### src/rtl/fbgen.sv
// Feedback-pulse generator: emits a commanded number of evenly spread pulses per window
// using a DDA phase accumulator feeding a pulse-shaping FSM.
module fbgen #(
   parameter int unsigned CLK_FREQ    = 125000000,
   parameter real         EDGE_PERIOD = 0.5,
   parameter int unsigned PULSE_CYC   = 4
) (
   input  logic        clk,
   input  logic        n_rst,
   input  logic        en,
   input  logic [15:0] edge_target,
   output logic        fbp_out,
   output logic [15:0] edge_cnt_out,
   output logic        sat,
   output logic        ovf
);

   localparam int unsigned N         = int'($rtoi(real'(CLK_FREQ) * EDGE_PERIOD + 0.5));
   localparam int unsigned MAX_EDGES = N / (2 * PULSE_CYC);
   localparam int unsigned PW        = (PULSE_CYC > 1) ? $clog2(PULSE_CYC) : 1;

   localparam logic [25:0]    WIN_MAX  = 26'(N - 1);
   localparam logic [26:0]    N27      = 27'(N);
   localparam logic [31:0]    MAX_E32  = 32'(MAX_EDGES);
   localparam logic [15:0]    MAX_E16  = (MAX_EDGES > 65535) ? 16'hFFFF : 16'(MAX_EDGES);
   localparam logic [PW-1:0]  PW_LOAD  = PW'(PULSE_CYC - 1);

   typedef enum logic [1:0] {StIdle, StHigh, StGuard} state_e;

   state_e        state_q, state_d;
   logic [25:0]   win_q, win_d;
   logic [26:0]   acc_q, acc_d;
   logic [15:0]   target_q, target_d;
   logic [15:0]   cnt_q, cnt_d;
   logic [15:0]   edge_cnt_q, edge_cnt_d;
   logic [PW-1:0] pw_q, pw_d;
   logic          pending_q, pending_d;
   logic          sat_q, sat_d;
   logic          ovf_q, ovf_d;
   logic          fbp_q, fbp_d;

   logic        boundary;
   logic        req;
   logic        pend;
   logic        start;
   logic [26:0] s;
   logic [15:0] cnt_inc;

   always_comb begin
      state_d    = state_q;
      win_d      = win_q;
      acc_d      = acc_q;
      target_d   = target_q;
      cnt_d      = cnt_q;
      edge_cnt_d = edge_cnt_q;
      pw_d       = pw_q;
      pending_d  = pending_q;
      sat_d      = sat_q;
      ovf_d      = ovf_q;
      req        = 1'b0;
      start      = 1'b0;
      pend       = pending_q & en;

      boundary = (win_q == WIN_MAX);
      win_d    = boundary ? 26'd0 : win_q + 26'd1;

      s = acc_q + {11'd0, target_q};
      if (en) begin
         if (s >= N27) begin
            acc_d = s - N27;
            req   = 1'b1;
         end else begin
            acc_d = s;
         end
      end else begin
         acc_d = '0;
      end

      unique case (state_q)
         StIdle: begin
            if (req || pend) begin
               state_d   = StHigh;
               pw_d      = PW_LOAD;
               start     = 1'b1;
               pending_d = req & pend;
            end
         end
         StHigh: begin
            if (pw_q == '0) begin
               state_d = StGuard;
               pw_d    = PW_LOAD;
            end else begin
               pw_d = pw_q - 1'b1;
            end
            if (req) begin
               if (pend) ovf_d = 1'b1;
               else      pending_d = 1'b1;
            end
         end
         StGuard: begin
            // A request landing on the last guard cycle starts the next pulse with no idle gap.
            if (pw_q == '0) begin
               if (req || pend) begin
                  state_d   = StHigh;
                  pw_d      = PW_LOAD;
                  start     = 1'b1;
                  pending_d = req & pend;
               end else begin
                  state_d = StIdle;
               end
            end else begin
               pw_d = pw_q - 1'b1;
               if (req) begin
                  if (pend) ovf_d = 1'b1;
                  else      pending_d = 1'b1;
               end
            end
         end
         default: state_d = StIdle;
      endcase

      if (!en) pending_d = 1'b0;

      cnt_inc = (start && cnt_q != 16'hFFFF) ? cnt_q + 16'd1 : cnt_q;
      if (boundary) begin
         edge_cnt_d = cnt_inc;
         cnt_d      = '0;
         target_d   = ({16'd0, edge_target} > MAX_E32) ? MAX_E16 : edge_target;
         sat_d      = ({16'd0, edge_target} > MAX_E32);
      end else begin
         cnt_d = cnt_inc;
      end

      fbp_d = (state_d == StHigh);
   end

   always_ff @(posedge clk) begin
      if (!n_rst) begin
         state_q    <= StIdle;
         win_q      <= '0;
         acc_q      <= '0;
         target_q   <= '0;
         cnt_q      <= '0;
         edge_cnt_q <= '0;
         pw_q       <= '0;
         pending_q  <= 1'b0;
         sat_q      <= 1'b0;
         ovf_q      <= 1'b0;
         fbp_q      <= 1'b0;
      end else begin
         state_q    <= state_d;
         win_q      <= win_d;
         acc_q      <= acc_d;
         target_q   <= target_d;
         cnt_q      <= cnt_d;
         edge_cnt_q <= edge_cnt_d;
         pw_q       <= pw_d;
         pending_q  <= pending_d;
         sat_q      <= sat_d;
         ovf_q      <= ovf_d;
         fbp_q      <= fbp_d;
      end
   end

   assign fbp_out      = fbp_q;
   assign edge_cnt_out = edge_cnt_q;
   assign sat          = sat_q;
   assign ovf          = ovf_q;

endmodule

### config.mk
export PLATFORM = sky130hd
export DESIGN_NAME = fbgen
export DESIGN_NICKNAME = d
export VERILOG_FILES = /design/src/rtl/fbgen.sv
export SDC_FILE = /design/constraint.sdc
export NUM_CORES = 1
export LEC_CHECK = 0
export BUFFER_PORTS_ARGS = -buffer_cell sky130_fd_sc_hd__buf_4
export CAP_MARGIN = 20
export CORE_MARGIN = 2
export CORE_UTILIZATION = 66
export DETAILED_ROUTE_END_ITERATION = 6
export PLACE_DENSITY = 0.86
export SETUP_SLACK_MARGIN = 0.3
export SKIP_LAST_GASP = 1
export SLEW_MARGIN = 20
export SYNTH_ARGS = -nofsm -noshare
export SYNTH_HDL_FRONTEND = slang
export SYNTH_SLANG_ARGS = --single-unit
export TNS_END_PERCENT = 100
### constraint.sdc
create_clock -name clk -period 10.9 [get_ports clk]
set_input_delay 2.18 -clock clk [delete_from_list [all_inputs] [get_ports clk]]
set_output_delay 2.18 -clock clk [all_outputs]
set_load 0.02 [all_outputs]
==> flow_summary.yaml, run 1 <==
floorplanning:
  die_w_um: 101
  io_pins: 38
  die_area_sq_um: 10200
  chipHeight_um: 101
  coreArea_sq_um: 9150
  start_util_pct: 67.7
  rows: 35
logic_synthesis:
  synth_cell_type_count: 80
  yosysWarnings: 0
  synth_top_cells_by_count: "108 x dfxtp_1, 94 x nor2_1, 81 x nand2_1"
  synth.net_count: 799
  synth_mux_area_share_pct: 0.990
  syn_area_per_cell_sq_um: 8.23
  yosys.area_share.simple_pct: 27.8
  synth-edff-count: 0
  synth_flop_cell: "dfxtp_1"
  synthMostInstantiatedCell: "dfxtp_1"
  synthCells: 753
  synth_xor_area_share_pct: 9.76
  yosys-top-cells-area: "dfxtp_1 35%, xor2_1 6.2%, nor2_1 5.7%, ha_1 5.3%, nand2_1 4.9%"
  yosysTopAreaCellShare_pct: 34.9
  yosysTopAreaCell: "dfxtp_1"
  async_flop_share_pct: 0
  synth.yosys.seq_area_share_pct: 34.9
  synth_top_family_by_area: "simple AND/OR/NAND/NOR gates"
  netlist_area_sq_um: 6190
  synthAdderAreaFrac_pct: 5.57
  synth_compound_area_share_pct: 17.8
  ys_ff_latch: 108
setup_path:
  path_class: "reg -> reg"
  r2r_slack_ns: 6.32
  startpoint: "acc_q[4]"
  cp.required_ns: 11.13
  regToRegStartpoint: "acc_q[4]"
  cp.arrival_ns: 4.81
  critPathCaptureType: "register"
  critPathLaunchType: "register"
  path_max_fanout: 18
timing:
  fin_skew_ns: 0.0217
  finalSetupViolCount: 0
  maxSlewViolCount: 0
  hold_viol: 0
  timing.slew.headroom_pct: 38.7
  finalCritPeriodShare_pct: 42.0
  finalSetupTns_ns: 0
  fmax_mhz: 218
  tightest_slew_ns: 0.915
  min_period_ns: 4.58
  rsz0062_at_grt: "no"
power:
  p_leak_nw: 2.53
  fin_total_pwr_mw: 0.643
  p_per_area_nw_per_um2: 96.5
  ir_worst_vdd_mv: 0.0755
final_layout:
  syn2layout_area_growth_pct: 7.59
  n_antenna_cell: 0
  stdcell_area_sq_um: 6670
  finalCoreUtilization_pct: 72.8
  layout-drive-gt1-share_pct: 10.3
  nets: 815
global_route:
  overflow: 0
  first_global_vias: 5194
  grt_pass1_wl_um: 24200
  antenna_found_initial: 0
  grt_max_degree: 42
  grtUsageTotal_pct: 29.2
outcome:
  status: "complete, no violations"
clocking:
  cts_made_buffers: 9
  cts_tree: "done"
  cts.path.max_buffers: 2
  clock-root-buffer: "clkbuf_8"
  cts_setup_buffers: 0
  clkSlewWorstSetupHoldPaths_ns: 0.12
  cts-resized-gates: 0
  cts_sinks: 108
  htreeDepth: 3
  postCtsHoldBufs: 0
  clk_latency_ns: 0.37
place:
  gp_congestion: 1.01
  place_area_sq_um: 6480
  dp_hpwl_um: 10400
  port-buffer-count: 36
route:
  wl_per_cell_um: 15.9
  post_drt_via_cell_ratio: 6.23
  drt_iter0_drc: 332
  drt-pass1-iter-count: 5
  routed_wl_um: 14000
  route.detailed.drc: 0
  ant_nets: 0
  num_vias: 5505
run:
  cap_violations: 0
min_path:
  hold_class: "reg -> reg"
  hold_start: "target_q[12]"
[report_power, final]
part           leakage [nW]  internal (mW)  switching (mW)
Combinational          1.57        0.00577         0.00940
Sequential            0.870          0.395        0.000848
Clock                0.0906         0.0871           0.145
Total                  2.53          0.488           0.155
[path summary, 6_finish.rpt]
| check | end | cells after the start |
|---|---|---|
| worst min-delay path | target_q[12] | 2 |
| worst min register to register | target_q[12] | 2 |
| worst max register to register | acc_q[21] | 15 |
| worst max-delay path | acc_q[21] | 15 |
[metal layers]
layer | share of wire, % | vias up | track usage, %
li1 | - | 2733 | -
met4 | 1.6 | 0 | 9.80
met1 | 44 | 2592 | 37.6
met3 | 4.4 | 27 | 4.02
met2 | 50 | 153 | 50.1
met5 | 0 | - | 0
[registers in the layout, indices dropped and copies added, names as in the netlist]
| signal | cells |
|---|---|
| ovf | 1 |
| target_q | 16 |
| edge_cnt_out | 16 |
| pw_q | 2 |
| cnt_q | 16 |
| fbp_out | 1 |
| win_q | 26 |
| acc_q | 27 |
| state_q | 2 |
| pending_q | 1 |
[placed cells by master (no fill, tap or decap), types with 13 or more instances in the layout]
master	instances
and3_1	19
a21oi_1	60
nor2_1	94
buf_4	38
nand3_1	33
nand4_1	21
dfxtp_1	108
xor2_1	44
o21ai_0	29
xnor2_1	25
ha_1	26
a211oi_1	13
nand2_1	81
nor3_1	15
[per-stage QoR]
stage	cells	setup slack [ns]	hold slack (ns)
after CTS	884	6.40	0.467
final	884	6.32	0.465
after global routing	884	5.88	0.489
after floorplan	753	6.97	0.426
after detailed placement	869	6.39	0.452
after global placement	869	6.52	0.440
[logic make-up (layout without fill, tap and decap cells)]
family	count (synthesis)	after routing
AOI/OAI and AO/OA	163	163
xor gates and xnor gates	69	69
adders and majority gates	27	27
buffers and inverters	46	66
DFF	108	108
muxes	6	6
other	1	1
and+or+nand+nor	333	333
[critical path: stages (launching register included)]
cell and delay, ns:
dfxtp_1 0.32, ha_1 0.38, and2_1 0.22, a311oi_2 0.44, nand2_1 0.18, xnor2_1 0.37
ha_1 0.22, nand4b_1 0.12, or3b_2 0.49, a311oi_1 0.27, o21a_1 0.25, a211o_4 0.21
nand2_1 0.36, a32o_1 0.37, nor3_1 0.17, nor3_1 0.07
[cell type report]
| type | count | area [sq um] |
|---|---|---|
| repair buffers | 38 | 285 |
| flip-flops and latches | 108 | 2160 |
| clock buffers | 9 | 124 |
| well taps | 111 | 139 |
| inverters | 13 | 48.8 |
| fillers | 715 | 2490 |
| multi-input cells | 599 | 3840 |
| clock inverters | 6 | 61.3 |
(Power assumes the default switching activity.)
==> run 2, diff against run 1 <==
--- a/config.mk
+++ b/config.mk
@@ -8,9 +8,9 @@
 export BUFFER_PORTS_ARGS = -buffer_cell sky130_fd_sc_hd__buf_4
 export CAP_MARGIN = 20
 export CORE_MARGIN = 2
-export CORE_UTILIZATION = 66
+export CORE_UTILIZATION = 55
 export DETAILED_ROUTE_END_ITERATION = 6
-export PLACE_DENSITY = 0.86
+export PLACE_DENSITY = 0.76
 export SETUP_SLACK_MARGIN = 0.3
 export SKIP_LAST_GASP = 1
 export SLEW_MARGIN = 20
==> constraint.sdc (replaced) <==
create_clock -name clk -period 4.2 [get_ports clk]
set_input_delay 0.84 -clock clk [delete_from_list [all_inputs] [get_ports clk]]
set_output_delay 0.84 -clock clk [all_outputs]
set_load 0.02 [all_outputs]
==> flow_summary.yaml, run 2 (synthesized netlist as in run 1, its figures left out) <==
outcome:
  status: "complete, no violations"
final_layout:
  largestRegisters: "acc_q (27), win_q (26)"
  n_antenna_cell: 0
  nets: 841
  syn2layout_area_growth_pct: 17.8
  multi_input_area_sq_um: 4170
  largest_reg_flops: 27
  instances_no_fill: 940
  layout_commonest_cell: "dfxtp_1"
  regArea_sq_um: 2160
  most-common-layout-cells: "107 x dfxtp_1, 94 x nor2_1, 78 x nand2_1"
  layout-drive-gt1-share_pct: 18.4
  fillers: 887
  stdcell_area_sq_um: 7300
  regMostFlops: "acc_q"
clocking:
  htreeDepth: 3
  cts.path.max_buffers: 2
  cts_tree: "done"
  clk_latency_ns: 0.35
  cts_sinks: 108
  clock-root-buffer: "clkbuf_16"
  clkSlewWorstSetupHoldPaths_ns: 0.07
  cts_made_buffers: 9
timing:
  timing.slew.headroom_pct: 27.1
  rsz0062_at_grt: "yes"
  fmax_mhz: 251
  fin_skew_ns: 0.00628
  hold_viol: 0
  tightest_slew_ns: 1.09
  maxSlewViolCount: 0
  finalSetupTns_ns: 0
  finalCritPeriodShare_pct: 94.7
  min_period_ns: 3.98
  finalSetupViolCount: 0
  worst_slack_ns: 0.221
route:
  drt-pass1-iter-count: 5
  post_drt_via_cell_ratio: 6.10
  drt_iter0_drc: 402
  route.detailed.drc: 0
  routed_wl_um: 15900
  wl_per_cell_um: 17.0
  ant_nets: 0
  num_vias: 5731
global_route:
  grt_pass1_wl_um: 25200
  antenna_found_initial: 0
  grtUsageTotal_pct: 26.3
  overflow: 0
  first_global_vias: 5485
  grt_max_degree: 42
place:
  dp_hpwl_um: 10700
  port-buffer-count: 36
  pre_cts_slack_ns: 0.0849
  gp_congestion: 0.915
  place_area_sq_um: 6610
  placedCellCount: 908
run:
  cap_violations: 0
power:
  p_per_area_nw_per_um2: 260
  p_leak_nw: 2.74
  ir_worst_vdd_mv: 0.351
  fin_total_pwr_mw: 1.90
min_path:
  hold_class: "reg -> reg"
floorplanning:
  coreArea_sq_um: 10900
  chipHeight_um: 110
  start_util_pct: 56.6
  die_w_um: 110
  io_pins: 38
  rows: 38
  die_area_sq_um: 12100
setup_path:
  cp.required_ns: 4.44
  critPathLaunchType: "register"
  path_class: "reg -> reg"
  cp.arrival_ns: 4.22
  path_max_fanout: 6
  critPathCaptureType: "register"
[run 2: changes by cell type in the layout (fill, tap and decap cells not counted), moves of 4 or more]
| cell | change |
|---|---|
| ha_2 | +4 |
| buf_4 | +20 |
| a211oi_1 | -6 |
| clkbuf_8 | -8 |
| xor2_1 | -8 |
| ha_1 | -5 |
| a211oi_2 | +5 |
| xor2_2 | +8 |
| clkbuf_16 | +9 |
[run 2: stage by stage]
| step | utilization, % | hold slack (ns) |
|---|---|---|
| floorplan | - | 0.426 |
| global placement | 60.4 | 0.444 |
| detailed placement | 60.4 | 0.454 |
| CTS | 64.5 | 0.464 |
| global route | 66.7 | 0.480 |
| finish | 66.7 | 0.461 |
[run 2: cell type report]
cell class,instances,share of cell area (%)
multi-input cells,604,57.1
clock buffers,11,3.33
inverters,13,0.669
clock inverters,5,0.583
well taps,140,2.40
flip-flops and latches,108,29.6
repair buffers,59,6.24
[run 2: per-layer routing]
layer | routed length [um] | global-route usage (%)
met1 | 6950 | 32.3
met2 | 7910 | 45.1
met3 | 673 | 5.58
met4 | 412 | 9.91
met5 | 0 | 0
[run 2: repair_timing]
| action | 4_1_cts | 5_1_grt |
|---|---|---|
| setup endpoints to repair | 56 | 60 |
| pin swaps | 13 | 26 |
| gates resized for setup | 13 | 39 |
| setup buffers | 6 | 5 |
| gates cloned | 4 | 1 |
| hold buffers | 0 | 0 |
[run 2: worst paths after layout]
| path | startpoint | depth (start not counted) | endpoint | slack, ns |
|---|---|---|---|---|
| max reg2reg | target_q[0] | 16 | edge_cnt_out[11] | 0.22 |
| max | target_q[0] | 16 | edge_cnt_out[11] | 0.22 |
| min | target_q[2] | 2 | target_q[2] | 0.46 |
| min reg2reg | target_q[2] | 2 | target_q[2] | 0.46 |
[run 2: critical path, stage by stage (launching register included)]
cell      delay [ns]
dfxtp_2         0.34
ha_4            0.16
fa_2            0.41
a211oi_2        0.26
o21bai_1        0.09
a21oi_1         0.16
xor2_1          0.21
ha_2            0.23
nand4b_1        0.16
or3b_4          0.41
a311oi_2        0.31
o21a_1          0.23
a211o_4         0.23
nand3b_4        0.16
nand3_1         0.17
xor2_2          0.10
a211oi_2        0.24
[run 2: where the power goes]
part           switching [mW]  leakage, nW  total [mW]  internal [mW]
Clock                   0.406        0.137       0.833          0.427
Combinational          0.0262         1.73      0.0409         0.0147
Sequential            0.00199        0.871        1.03           1.03
==> run 3, diff against run 2 <==
--- a/config.mk
+++ b/config.mk
@@ -7,11 +7,10 @@
 export LEC_CHECK = 0
 export BUFFER_PORTS_ARGS = -buffer_cell sky130_fd_sc_hd__buf_4
 export CAP_MARGIN = 20
-export CORE_MARGIN = 2
 export CORE_UTILIZATION = 55
 export DETAILED_ROUTE_END_ITERATION = 6
 export PLACE_DENSITY = 0.76
-export SETUP_SLACK_MARGIN = 0.3
+export SETUP_SLACK_MARGIN = 0.1
 export SKIP_LAST_GASP = 1
 export SLEW_MARGIN = 20
 export SYNTH_ARGS = -nofsm -noshare
==> flow_summary.yaml, run 3 (synthesized netlist as in run 1, its figures left out) <==
outcome:
  status: "complete, no violations"
setup_path:
  path_max_fanout: 9
  cp.arrival_ns: 4.21
  critPathCaptureType: "register"
  timing.rr.end: "edge_cnt_out[10]"
  path_class: "reg -> reg"
  regToRegStartpoint: "target_q[11]"
  r2r_slack_ns: 0.28
  critPathLaunchType: "register"
  rr_worst_depth: 14
  cp.required_ns: 4.49
final_layout:
  layout_commonest_cell: "dfxtp_1"
  n_antenna_cell: 0
  regMostFlops: "acc_q"
  nets: 835
  layout-drive-gt1-share_pct: 14.4
  stdcell_area_sq_um: 6990
  largest_reg_flops: 27
  syn2layout_area_growth_pct: 12.8
  largestRegisters: "acc_q (27), win_q (26)"
  most-common-layout-cells: "108 x dfxtp_1, 94 x nor2_1, 80 x nand2_1"
floorplanning:
  chipHeight_um: 108
  io_pins: 38
  start_util_pct: 56.9
  die_w_um: 108
  die_area_sq_um: 11700
  rows: 38
  coreArea_sq_um: 10900
route:
  wl_per_cell_um: 16.0
  num_vias: 5626
  route.detailed.drc: 0
  post_drt_via_cell_ratio: 6.02
  ant_nets: 0
  drt_iter0_drc: 426
  drt-pass1-iter-count: 5
  routed_wl_um: 15000
timing:
  worst_slack_ns: 0.277
  finalSetupViolCount: 0
  fmax_mhz: 255
  finalCritPeriodShare_pct: 93.4
  fin_skew_ns: 0.0112
  hold_slack_ns: 0.465
  timing.slew.headroom_pct: 36.5
  finalSetupTns_ns: 0
  tightest_slew_ns: 0.945
  min_period_ns: 3.92
  maxSlewViolCount: 0
  hold_viol: 0
  rsz0062_at_grt: "no"
min_path:
  hold_start: "target_q[4]"
  hold_path_depth: 2
  min_to: "target_q[4]"
  hold_class: "reg -> reg"
clocking:
  clk_latency_ns: 0.40
  cts_made_buffers: 9
  clock-root-buffer: "clkbuf_8"
  htreeDepth: 3
  clkSlewWorstSetupHoldPaths_ns: 0.11
  cts_tree: "done"
  cts.path.max_buffers: 2
  cts_sinks: 108
power:
  seqPwrFrac_pct: 59.2
  p_int_mw: 1.33
  switching_share_pct: 23.7
  power_frac_comb_pct: 2.3
  clock_power_share_pct: 38.5
  p_leak_nw: 2.65
  p_per_area_nw_per_um2: 249
  switchingPower_mw: 0.411
  ir_worst_vdd_mv: 0.221
place:
  place_area_sq_um: 6610
  dp_hpwl_um: 10600
  pre_cts_slack_ns: 0.0240
  port-buffer-count: 36
  gp_congestion: 0.929
global_route:
  first_global_vias: 5200
  grt_pass1_wl_um: 24300
  grt_max_degree: 42
  antenna_found_initial: 0
  grtUsageTotal_pct: 26.1
  overflow: 0
run:
  cap_violations: 0
-- run 3: cell types whose count changed in the layout (fill, tap and decap cells not counted), moves of 4 or more --
cell       previous run  this run
xor2_1               36        44
clkbuf_16             9         0
xor2_2                8         0
buf_4                58        54
clkbuf_8              1         9
-- run 3: final cells by class --
type                       count  area [sq um]
clock buffer                   9           124
multi-input combinational    603          3990
inverter                      13          48.8
sequential                   108          2160
tap                          140           175
clock inverter                 7          81.3
fill                         962          3900
timing repair buffer          54           405
-- run 3: per-stage QoR --
stage          power, mW  utilization [%]  std cells
2_1_floorplan       1.07                -        753
3_3_place_gp        1.09             60.7        911
3_5_place_dp        1.09             60.7        911
4_1_cts             1.75             62.8        927
5_1_grt             1.79             64.2        934
6_report            1.74             64.2        934
-- run 3: power groups by stage --
stage / combinational (mW) / clock, mW / sequential, mW
global route: 0.0441 / 0.721 / 1.03
floorplan: 0.0205 / 0 / 1.05
finish: 0.0399 / 0.669 / 1.03
detailed placement: 0.0397 / 0 / 1.05
global placement: 0.0390 / 0 / 1.05
CTS: 0.0398 / 0.685 / 1.03
-- run 3: timing repair --
action / 4_1_cts / 5_1_grt
resized for setup: 3 / 18
setup endpoints to repair: 5 / 59
gates cloned: 0 / 4
pin swaps: 0 / 13
setup buffers: 0 / 3
hold buffers: 0 / 0
-- run 3: critical path, stage by stage (launching register included) --
cell      delay, ns
dfxtp_1        0.34
ha_1           0.40
nand4_2        0.20
nor4_4         0.39
nand2_2        0.09
buf_4          0.17
or4_1          0.40
nand4_1        0.15
a41oi_2        0.26
o31a_1         0.36
a211o_4        0.35
nand3b_4       0.17
nand4_1        0.12
xor2_1         0.18
a211oi_1       0.24
-- run 3: routing by layer --
| layer | part of all wire (%) | global-route usage, % | vias up |
|---|---|---|---|
| met5 | 0 | 0 | - |
| met4 | 2.0 | 9.69 | 0 |
| met3 | 4.4 | 4.64 | 32 |
| met2 | 49 | 44.5 | 142 |
| met1 | 45 | 32.7 | 2683 |
| li1 | - | - | 2769 |
-- run 3: worst max path at each step --
stage | startpoint | endpoint | slack, ns
after floorplan | acc_q[0] | edge_cnt_out[12] | 0.27
after global placement | acc_q[0] | edge_cnt_out[1] | 0.17
after detailed placement | target_q[0] | edge_cnt_out[1] | 0.02
after CTS | target_q[0] | edge_cnt_out[1] | 0.11
after global routing | target_q[0] | acc_q[11] | 0.07
final | target_q[11] | edge_cnt_out[10] | 0.28
